[src/rtl/serial_adder_ctrl.sv]
// Bit-serial add sequencer driving one external combinational full adder, LSB first.
// Optional subtract mode (port sub) is enabled by defining SERIAL_ADDER_SUB_EN.
module serial_adder_ctrl #(
   parameter int W = 8
) (
   input  logic         clk,
   input  logic         reset,
   input  logic         start,
   input  logic [W-1:0] a,
   input  logic [W-1:0] b,
   input  logic         cin,
`ifdef SERIAL_ADDER_SUB_EN
   input  logic         sub,
`endif
   output logic         ready,
   output logic         done,
   output logic [W-1:0] sum,
   output logic         cout,
   output logic         fa_a,
   output logic         fa_b,
   output logic         fa_cin,
   input  logic         fa_s,
   input  logic         fa_cout
);

   // state | meaning
   // IDLE  | waiting for start, ready=1, sum/cout hold last result
   // RUN   | one operand bit per clock through the external adder
   // DONE  | one-cycle done pulse, then back to IDLE
   typedef enum logic [1:0] {IDLE = 2'd0, RUN = 2'd1, DONE = 2'd2} state_t;

   localparam int CW = $clog2(W + 1);

   state_t         state_q, state_d;
   logic [W-1:0]   a_sr_q, a_sr_d;
   logic [W-1:0]   b_sr_q, b_sr_d;
   logic [W-1:0]   sum_q, sum_d;
   logic           carry_q, carry_d;
   logic           cout_q, cout_d;
   logic [CW-1:0]  cnt_q, cnt_d;
   logic [W-1:0]   sum_shift;
   logic [W-1:0]   b_load;
   logic           carry_load;
   logic           last_bit;

   generate
      if (W == 1) begin : g_w1
         assign sum_shift = fa_s;
      end else begin : g_wn
         assign sum_shift = {fa_s, sum_q[W-1:1]};
      end
   endgenerate

   // Subtract is a + ~b + 1, so cin is ignored when sub is set.
`ifdef SERIAL_ADDER_SUB_EN
   assign b_load     = sub ? ~b : b;
   assign carry_load = sub ? 1'b1 : cin;
`else
   assign b_load     = b;
   assign carry_load = cin;
`endif

   assign last_bit = (cnt_q == CW'(1));

   always_ff @(posedge clk) begin
      if (reset) begin
         state_q <= IDLE;
         a_sr_q  <= '0;
         b_sr_q  <= '0;
         sum_q   <= '0;
         carry_q <= 1'b0;
         cout_q  <= 1'b0;
         cnt_q   <= '0;
      end else begin
         state_q <= state_d;
         a_sr_q  <= a_sr_d;
         b_sr_q  <= b_sr_d;
         sum_q   <= sum_d;
         carry_q <= carry_d;
         cout_q  <= cout_d;
         cnt_q   <= cnt_d;
      end
   end

   always_comb begin
      state_d = state_q;
      a_sr_d  = a_sr_q;
      b_sr_d  = b_sr_q;
      sum_d   = sum_q;
      carry_d = carry_q;
      cout_d  = cout_q;
      cnt_d   = cnt_q;
      case (state_q)
         IDLE: begin
            if (start) begin
               a_sr_d  = a;
               b_sr_d  = b_load;
               carry_d = carry_load;
               cnt_d   = CW'(W);
               state_d = RUN;
            end
         end
         RUN: begin
            sum_d   = sum_shift;
            a_sr_d  = a_sr_q >> 1;
            b_sr_d  = b_sr_q >> 1;
            carry_d = fa_cout;
            cnt_d   = cnt_q - CW'(1);
            if (last_bit) begin
               cout_d  = fa_cout;
               state_d = DONE;
            end
         end
         DONE: state_d = IDLE;
         default: state_d = IDLE;
      endcase
   end

   always_comb begin
      ready  = 1'b0;
      done   = 1'b0;
      fa_a   = 1'b0;
      fa_b   = 1'b0;
      fa_cin = 1'b0;
      case (state_q)
         IDLE: ready = 1'b1;
         RUN: begin
            fa_a   = a_sr_q[0];
            fa_b   = b_sr_q[0];
            fa_cin = carry_q;
         end
         DONE: done = 1'b1;
         default: ;
      endcase
   end

   assign sum  = sum_q;
   assign cout = cout_q;

endmodule

[config.mk]
export PLATFORM = sky130hd
export DESIGN_NAME = serial_adder_ctrl
export DESIGN_NICKNAME = d
export VERILOG_FILES = /design/src/rtl/serial_adder_ctrl.sv
export SDC_FILE = /design/constraint.sdc
export NUM_CORES = 1
export LEC_CHECK = 0
export ABC_AREA = 0
export BUFFER_PORTS_ARGS = -buffer_cell sky130_fd_sc_hd__buf_2
export CAP_MARGIN = 5
export CORE_MARGIN = 5
export CORE_UTILIZATION = 54
export CTS_BUF_LIST = sky130_fd_sc_hd__clkbuf_2
export DETAILED_ROUTE_END_ITERATION = 8
export GPL_ROUTABILITY_DRIVEN = 1
export PLACE_DENSITY = 0.81
export SLEW_MARGIN = 20
export SYNTH_ARGS = -nofsm -noshare
export SYNTH_HDL_FRONTEND = slang
export SYNTH_SLANG_ARGS = --single-unit
[constraint.sdc]
create_clock -name clk -period 1.6 [get_ports clk]
set_input_delay 0.08 -clock clk [delete_from_list [all_inputs] [get_ports clk]]
set_output_delay 0.08 -clock clk [all_outputs]
set_load 0.02 [all_outputs]
==> impl_metrics.toml, run 1 <==
[outcome]
status = "completed"

[route]
drtIter0Drc = 14
drtAntennaViolNets = 0
dr.pass1.iters = 4
drc = 0
wire_per_inst_um = 13.3
via_per_inst = 5.53
vias = 1273
drt_wl_total_um = 3070

[critical_path]
startpoint = "state_q[1]$_SDFFE_PP0P_"
cp-end-kind = "output port"
start_kind = "register"
reg2reg_from = "cnt_q[0]$_SDFFE_PP0P_"
critical_path_class = "register to output port"
arrival_ns = 1.41
cp_data_required_time_ns = 1.52
path_max_fanout = 13

[place]
post-place-ws_ns = 0.277
dp_hpwl_um = 2180
gp_congestion = 0.803
port_buffers = 35

[cells_and_area]
synthToLayoutAreaGrowth_pct = 16.5
fin_util_pct = 66.9
multi_input_area_um2 = 723
regArea_um2 = 642
fillers = 230
antenna_cells = 0
drive_above_1_share_pct = 30.5
nNetsFinal = 223

[synthesis]
synth_commonest_cells = "nor2_1, dfxtp_1, nand2_1"
synth_cells = 163
syn_nets = 187
ys_types = 31
synth_ff_type = "dfxtp_1"
synth_area_leaders = "dfxtp_1, a211oi_2, nor2_1"
ys_seq_area_share_pct = 44.2
syn_area_mm2 = 0.00145
synth_mux_area_share_pct = 0.691
synthXorXnorAreaFrac_pct = 0
synth_top_family_by_area = "compound AO/OA/AOI/OAI gates"
synth.top_cell.area_share_pct = 44.2
synth.avg_cell_area_um2 = 8.89
yosys.area_share.simple_pct = 18.9
yosys.area.top_type = "dfxtp_1"
synth_edf_count = 0
yosysMostFrequentCell = "nor2_1"
synthArstFlopShare_pct = 0
synthAdderAreaFrac_pct = 1.73
synth_compound_gate_area_share_pct = 28.4
ys_ff_latch = 32
yosysWarnings = 0

[global_route]
grt_pass1_wl_um = 4760
grt_usage_pct = 16.7
grt_max_degree = 33
gr-total-overflow = 0
grt_pass1_vias = 1124
grt_antenna_before_repair = 0

[run]
drv_cap = 0

[timing]
layout_setup_ws_ns = 0.106
maxSlewViolCount = 0
finalHoldViolations = 0
rsz0062_at_grt = "false"
setup_tns_ns = 0
min_period_ns = 1.49
clock_skew_ns = 0.00762
worst_slew_pin_slew_ns = 0.681
report.final.setup_viol = 0
fin_crit_sh_pct = 93.3
slew_headroom_pct = 54.6
hold_ws_ns = 0.0472
max_freq_mhz = 670

[clock_network]
cts.reportedPaths.clkPinSlew_ns = 0.14
h-tree-depth = 2
cts_buffers = 5
clock-sinks = 32
clk_latency_ns = 0.36
clock-root-buffer = "clkbuf_2"
tritoncts = "done"
cts.path.max_buffers = 2

[min_path]
hp-start = "fa_cout"
hold_path_class = "input port to register"

[die]
start_util_pct = 57.4
num_io_pins = 36
core-area_mm2 = 0.00252
die_h_um = 61.8
num_rows = 18
dieArea_mm2 = 0.00382
die_w_um = 61.8

[power]
power_density_mw_per_mm2 = 929
irDropWorstVdd_mv = 0.853
p_total_uw = 1570
leakage_uw = 0.000720
[layout by cell type (no fill, tap or decap), types with 2 or more instances in the layout]
cell type,Yosys,layout
buf_4,3,3
clkbuf_2,0,7
and2_1,3,3
ha_1,2,2
a211oi_2,10,10
inv_1,3,3
inv_2,2,2
dfxtp_1,32,31
nor3_1,2,2
a21oi_1,10,10
a211oi_1,7,7
a32oi_1,2,2
o2bb2ai_1,11,11
buf_2,4,35
nor2_1,33,33
o22ai_1,4,4
nand2_1,16,16
dlygate4sd3_1,0,3
nand2b_1,3,3
[final timing paths]
check	end	slack, ns	cells after the start
max	fa_cin	0.11	3
min reg2reg	sum[0]$_SDFFE_PP0P_	0.46	2
max reg2reg	cout$_SDFFE_PP0P_	0.28	4
min	cout$_SDFFE_PP0P_	0.05	4
[per-layer routing]
| layer | track usage, % | part of all wire [%] | vias up |
|---|---|---|---|
| met1 | 19.0 | 43 | 598 |
| met2 | 29.7 | 50 | 26 |
| met5 | 0 | 0 | - |
| li1 | - | - | 647 |
| met4 | 3.64 | 0.85 | 0 |
| met3 | 6.40 | 6.5 | 2 |
[cell type report]
class / instances / area share, %
clock buffers: 7 / 2.08
flip-flops and latches: 32 / 38.0
well taps: 30 / 2.22
clock inverters: 1 / 0.222
multi-input cells: 114 / 42.8
inverters: 5 / 1.11
repair buffers: 41 / 13.5
[worst max-delay path: stages (launching register included)]
cell	delay (ns)
dfxtp_1	0.39
and2b_4	0.36
and2_1	0.15
buf_2	0.16
[state kept, by name (all words and copies together) (netlist names)]
register	count
a_sr_q	8
b_sr_q	8
sum	8
cnt_q	4
state_q	2
carry_q	1
cout	1
[metrics by stage]
| step | instance area, um2 | instances |
|---|---|---|
| after CTS | 1690 | 230 |
| after detailed placement | 1620 | 219 |
| after global routing | 1690 | 230 |
| final | 1690 | 230 |
| after floorplan | 1450 | 163 |
| after global placement | 1620 | 219 |
[report_power, final]
part           internal [uW]  switching [uW]  leakage [uW]  total, uW
combinational            135             170      0.000425        305
sequential               856            37.9      0.000264        894
clock                    117             251     0.0000306        368
total                   1110             459      0.000720       1570
[logic make-up after synthesis]
family                     Yosys count
AOI/OAI and AO/OA                   49
muxes                                1
buffers and inverters               17
and+or+nand+nor                     62
adders and majority gates            2
DFF                                 32
[what timing repair did]
item / CTS / global route
setup buffers: 0 / 0
gates cloned: 0 / 0
gates resized for setup: 1 / 2
hold endpoints to repair: 3 / 0
hold buffers: 3 / 0
endpoints found under the setup margin: 3 / 3
No activity file was read; power rests on OpenSTA's default activity.
==> inputs of run 2 (changes only) <==
--- a/config.mk
+++ b/config.mk
@@ -14,6 +14,7 @@
 export DETAILED_ROUTE_END_ITERATION = 8
 export GPL_ROUTABILITY_DRIVEN = 1
 export PLACE_DENSITY = 0.81
+export REMOVE_ABC_BUFFERS = 1
 export SLEW_MARGIN = 20
 export SYNTH_ARGS = -nofsm -noshare
 export SYNTH_HDL_FRONTEND = slang
==> run 2 against run 1 <==
- combinational power rose by 2%
- cell count did not move
- hold slack better by 0.0050 ns
- sequential share of layout area shrank 0.084 points
- largest power group unchanged
==> impl_metrics.toml, run 2 (synthesized netlist as in run 1, its figures left out) <==
[outcome]
status = "completed"

[route]
wire_per_inst_um = 13.6
drtAntennaViolNets = 0
vias = 1295
drtIter0Drc = 70
via_per_inst = 5.63
drt_wl_total_um = 3120
dr.pass1.iters = 4
drc = 0

[cells_and_area]
antenna_cells = 0
fin_cells = 230
nNetsFinal = 224
synthToLayoutAreaGrowth_pct = 16.8
fillers = 215
regArea_um2 = 642
final_common_cell = "buf_2"
multi_input_area_um2 = 723
mostFrequentLayoutCells = "buf_2, nor2_1, dfxtp_1"
drive_above_1_share_pct = 31.0

[clock_network]
clk_latency_ns = 0.35
cts.reportedPaths.clkPinSlew_ns = 0.14
h-tree-depth = 2
cts_buffers = 5
tritoncts = "done"
clock-sinks = 32
cts.path.max_buffers = 2
clock-root-buffer = "clkbuf_2"
post_cts_buffers = 0

[die]
num_io_pins = 36
die_h_um = 61.8
start_util_pct = 57.4
core-area_mm2 = 0.00252
num_rows = 18
dieArea_mm2 = 0.00382
die_w_um = 61.8

[timing]
worst_slew_pin_slew_ns = 0.672
rsz0062_at_grt = "false"
report.final.setup_viol = 0
clock_skew_ns = 0.00686
setup_tns_ns = 0
slew_headroom_pct = 55.2
layout_setup_ws_ns = 0.128
fin_crit_sh_pct = 92.0
hold_ws_ns = 0.0522
finalHoldViolations = 0
max_freq_mhz = 680
min_period_ns = 1.47
maxSlewViolCount = 0

[critical_path]
cp_cell_sequence = "and2b_4, and2_1, buf_2"
rrSetupSlack_ns = 0.24
reg2reg_from = "cnt_q[0]$_SDFFE_PP0P_"
cp_slowest_cell = "dfxtp_1"
critical_path_class = "register to output port"
r2r_cells = 4
crit_buf_inv = 1
cp_top_family = "flip-flops"
cp_data_required_time_ns = 1.52
arrival_ns = 1.39
timing.rr.end = "cout$_SDFFE_PP0P_"
cp-end-kind = "output port"
slowest_delay_ns = 0.45
start_kind = "register"
path_max_fanout = 13

[min_path]
hold_path_class = "input port to register"
holdPathEnd = "cout$_SDFFE_PP0P_"
holdPathStages = 4
hp-start = "fa_cout"

[global_route]
grt_max_degree = 33
gr-total-overflow = 0
grt_usage_pct = 17.7
grt_pass1_wl_um = 5110
grt_pass1_vias = 1205
grt_antenna_before_repair = 0

[power]
leakage_uw = 0.000723
power_density_mw_per_mm2 = 923
irDropWorstVdd_mv = 0.704

[place]
gp_congestion = 0.775
dp.cells = 220
port_buffers = 35
post-place-ws_ns = 0.279
dp_hpwl_um = 2180

[run]
drv_cap = 0
==> run 2: routing by layer <==
layer | routed length (um) | share of wire (%) | vias to the layer above | track usage, %
met3 | 229 | 7.3 | 5 | 4.75
met2 | 1480 | 47 | 40 | 29.1
met1 | 1370 | 44 | 606 | 22.1
met4 | 40 | 1.3 | 0 | 6.97
li1 | - | - | 644 | -
met5 | 0 | 0 | - | 0
==> run 2: report_power, final <==
| group | internal [uW] | switching, uW | total (uW) |
|---|---|---|---|
| Sequential | 856 | 38.7 | 895 |
| Clock | 104 | 252 | 356 |
| Combinational | 138 | 172 | 311 |
| Total | 1100 | 463 | 1560 |
==> run 2: worst max-delay path by stage <==
stage                            start               endpoint  slack, ns  cells after the start
2_1_floorplan  state_q[0]$_SDFFE_PP0P_  cnt_q[2]$_SDFFE_PP0P_       0.08                      3
3_3_place_gp   state_q[0]$_SDFFE_PP0P_  cnt_q[2]$_SDFFE_PP0P_       0.33                      4
3_5_place_dp     cnt_q[0]$_SDFFE_PP0P_      cout$_SDFFE_PP0P_       0.28                      4
4_1_cts        state_q[1]$_SDFFE_PP0P_                 fa_cin       0.01                      3
5_1_grt        state_q[0]$_SDFFE_PP0P_                 fa_cin       0.01                      3
6_report       state_q[0]$_SDFFE_PP0P_                 fa_cin       0.13                      3
==> run 2: cell type report <==
cell class | count | area share [%]
clock inverters | 1 | 0.296
inverters | 5 | 1.11
multi-input cells | 114 | 42.8
flip-flops and latches | 32 | 37.9
well taps | 30 | 2.22
clock buffers | 6 | 1.78
repair buffers | 42 | 13.9
==> run 2: what timing repair did <==
item,CTS,global route
gates resized for setup,1,2
endpoints found under the hold margin,3,0
pin swaps,0,0
setup endpoints to repair,3,3
hold buffers,3,0
==> run 2: per-stage QoR <==
step                instance area (um2)  power, uW  utilization, %
floorplan                          1380       1100               -
global placement                   1620       1200            64.3
detailed placement                 1620       1210            64.3
CTS                                1690       1570            67.0
global route                       1690       1650            67.1
finish                             1690       1560            67.1
==> run 2: worst register-to-register path: stages (launching register included) <==
cell,delay (ns)
dfxtp_1,0.47
ha_1,0.18
nand4bb_1,0.18
or3_1,0.34
a21oi_1,0.13
==> inputs of run 3 (changes only) <==
--- a/config.mk
+++ b/config.mk
@@ -8,7 +8,7 @@
 export ABC_AREA = 0
 export BUFFER_PORTS_ARGS = -buffer_cell sky130_fd_sc_hd__buf_2
 export CAP_MARGIN = 5
-export CORE_MARGIN = 5
+export CORE_MARGIN = 2
 export CORE_UTILIZATION = 54
 export CTS_BUF_LIST = sky130_fd_sc_hd__clkbuf_2
 export DETAILED_ROUTE_END_ITERATION = 8
==> run 3 against run 2 <==
- hold slack lost 0.016 ns
- critical endpoint is now fa_b
- core utilization up 1.5 points
- largest cell class unchanged
- non-clock buffer count is 1 lower
==> impl_metrics.toml, run 3 (synthesized netlist as in run 1, its figures left out) <==
[critical_path]
cp_top_family = "flip-flops"
reg2reg_from = "state_q[0]$_SDFFE_PP0P_"
cp_cell_sequence = "and2b_4, and2_1, buf_2"
cp-end-kind = "output port"
path_max_fanout = 13
startpoint = "state_q[0]$_SDFFE_PP0P_"
cp_slowest_cell = "dfxtp_1"
cp_data_required_time_ns = 1.52
arrival_ns = 1.39
crit_buf_inv = 1
slowest_delay_ns = 0.45
critical_path_class = "register to output port"
start_kind = "register"

[route]
dr.pass1.iters = 4
drc = 0
drt_wl_total_um = 3120
drtIter0Drc = 48
drtAntennaViolNets = 0
wire_per_inst_um = 13.6
via_per_inst = 5.63
vias = 1294

[clock_network]
cts_buffers = 5
tritoncts = "done"
post_cts_buffers = 0
clock-sinks = 32
clock-root-buffer = "clkbuf_2"
cts.reportedPaths.clkPinSlew_ns = 0.17
h-tree-depth = 2
cts.path.max_buffers = 2
clk_latency_ns = 0.36

[timing]
slew_headroom_pct = 54.2
finalHoldViolations = 0
maxSlewViolCount = 0
clock_skew_ns = 0.0138
worst_slew_pin_slew_ns = 0.687
rsz0062_at_grt = "false"
setup_tns_ns = 0
max_freq_mhz = 682
report.final.setup_viol = 0
hold_ws_ns = 0.0358
fin_crit_sh_pct = 91.7
min_period_ns = 1.47

[global_route]
use_met3_pct = 6.51
use_met2_pct = 38.1
gr-total-overflow = 0
grt_pass1_vias = 1232
grt_antenna_before_repair = 0
met1_usage_pct = 23.6
top_usage_layer = "met2"
grt_pass1_wl_um = 5210
grt_max_degree = 33
grt_usage_pct = 21.4

[min_path]
hp-start = "cin"
hold_path_class = "input port to register"

[die]
die_h_um = 55.8
start_util_pct = 58.0
num_rows = 18
dieArea_mm2 = 0.00311
num_io_pins = 36
core-area_mm2 = 0.00250
die_w_um = 55.8

[cells_and_area]
drive_above_1_share_pct = 31.0
multi_input_area_um2 = 723
fillers = 217
mostFrequentLayoutCells = "buf_2, nor2_1, dfxtp_1"
fin_cells = 230
regArea_um2 = 642
nNetsFinal = 223
synthToLayoutAreaGrowth_pct = 18.3
final_common_cell = "buf_2"
antenna_cells = 0

[power]
p_total_uw = 1740
power_density_mw_per_mm2 = 1020
irDropWorstVdd_mv = 0.829
leakage_uw = 0.000732

[outcome]
status = "completed"

[run]
drv_cap = 0

[place]
gp_congestion = 0.730
dp_hpwl_um = 2150
port_buffers = 35
dp.cells = 219
==> run 3: cell count changes in the layout (fill, tap and decap cells not counted) <==
cell | before | now
bufinv_16 | 0 | 1
buf_4 | 4 | 3
==> run 3: metrics by stage <==
step / instance area (um2) / worst slack, ns / util, %
floorplan: 1380 / 0.0759 / -
global placement: 1620 / 0.383 / 64.6
detailed placement: 1620 / 0.292 / 64.6
CTS: 1710 / 0.0165 / 68.5
global route: 1710 / 0.0298 / 68.6
finish: 1710 / 0.133 / 68.6
==> run 3: power breakdown <==
| group | leakage, uW | internal, uW | switching (uW) | total, uW |
|---|---|---|---|---|
| registers | 0.000264 | 856 | 39.2 | 896 |
| logic | 0.000425 | 134 | 175 | 309 |
| clock network | 0.0000430 | 269 | 270 | 539 |
| total | 0.000732 | 1260 | 484 | 1740 |
==> run 3: timing repair <==
item,4_1_cts,5_1_grt
setup endpoints to repair,3,3
resized for setup,1,2
endpoints found under the hold margin,3,0
hold buffers,3,0
==> run 3: cell type report <==
cell class                      count  area share, %
Inverter                            5           1.09
Timing Repair Buffer               41           13.3
Clock buffer                        6           1.75
Tap cell                           30           2.19
Multi-Input combinational cell    114           42.2
Clock inverter                      2           2.04
Sequential cell                    32           37.4
==> run 3: worst paths after layout <==
path,endpoint,slack [ns],cells past startpoint
hold / removal,carry_q$_SDFFE_PP0P_,0.04,3
hold reg to reg,sum[0]$_SDFFE_PP0P_,0.46,2
setup reg to reg,b_sr_q[6]$_SDFFE_PP0P_,0.26,4
setup / recovery,fa_b,0.13,3
==> run 3: worst reg2reg max path: stages, from the launching register on <==
cell and delay (ns):
dfxtp_1 0.45, buf_4 0.26, nand2b_1 0.20, o22ai_1 0.11, a211oi_2 0.26
==> run 3: layer usage <==
metal | up-vias | part of all wire, %
met4 | 0 | 0.93
li1 | 644 | -
met2 | 41 | 50
met3 | 4 | 5.4
met5 | - | 0
met1 | 605 | 44
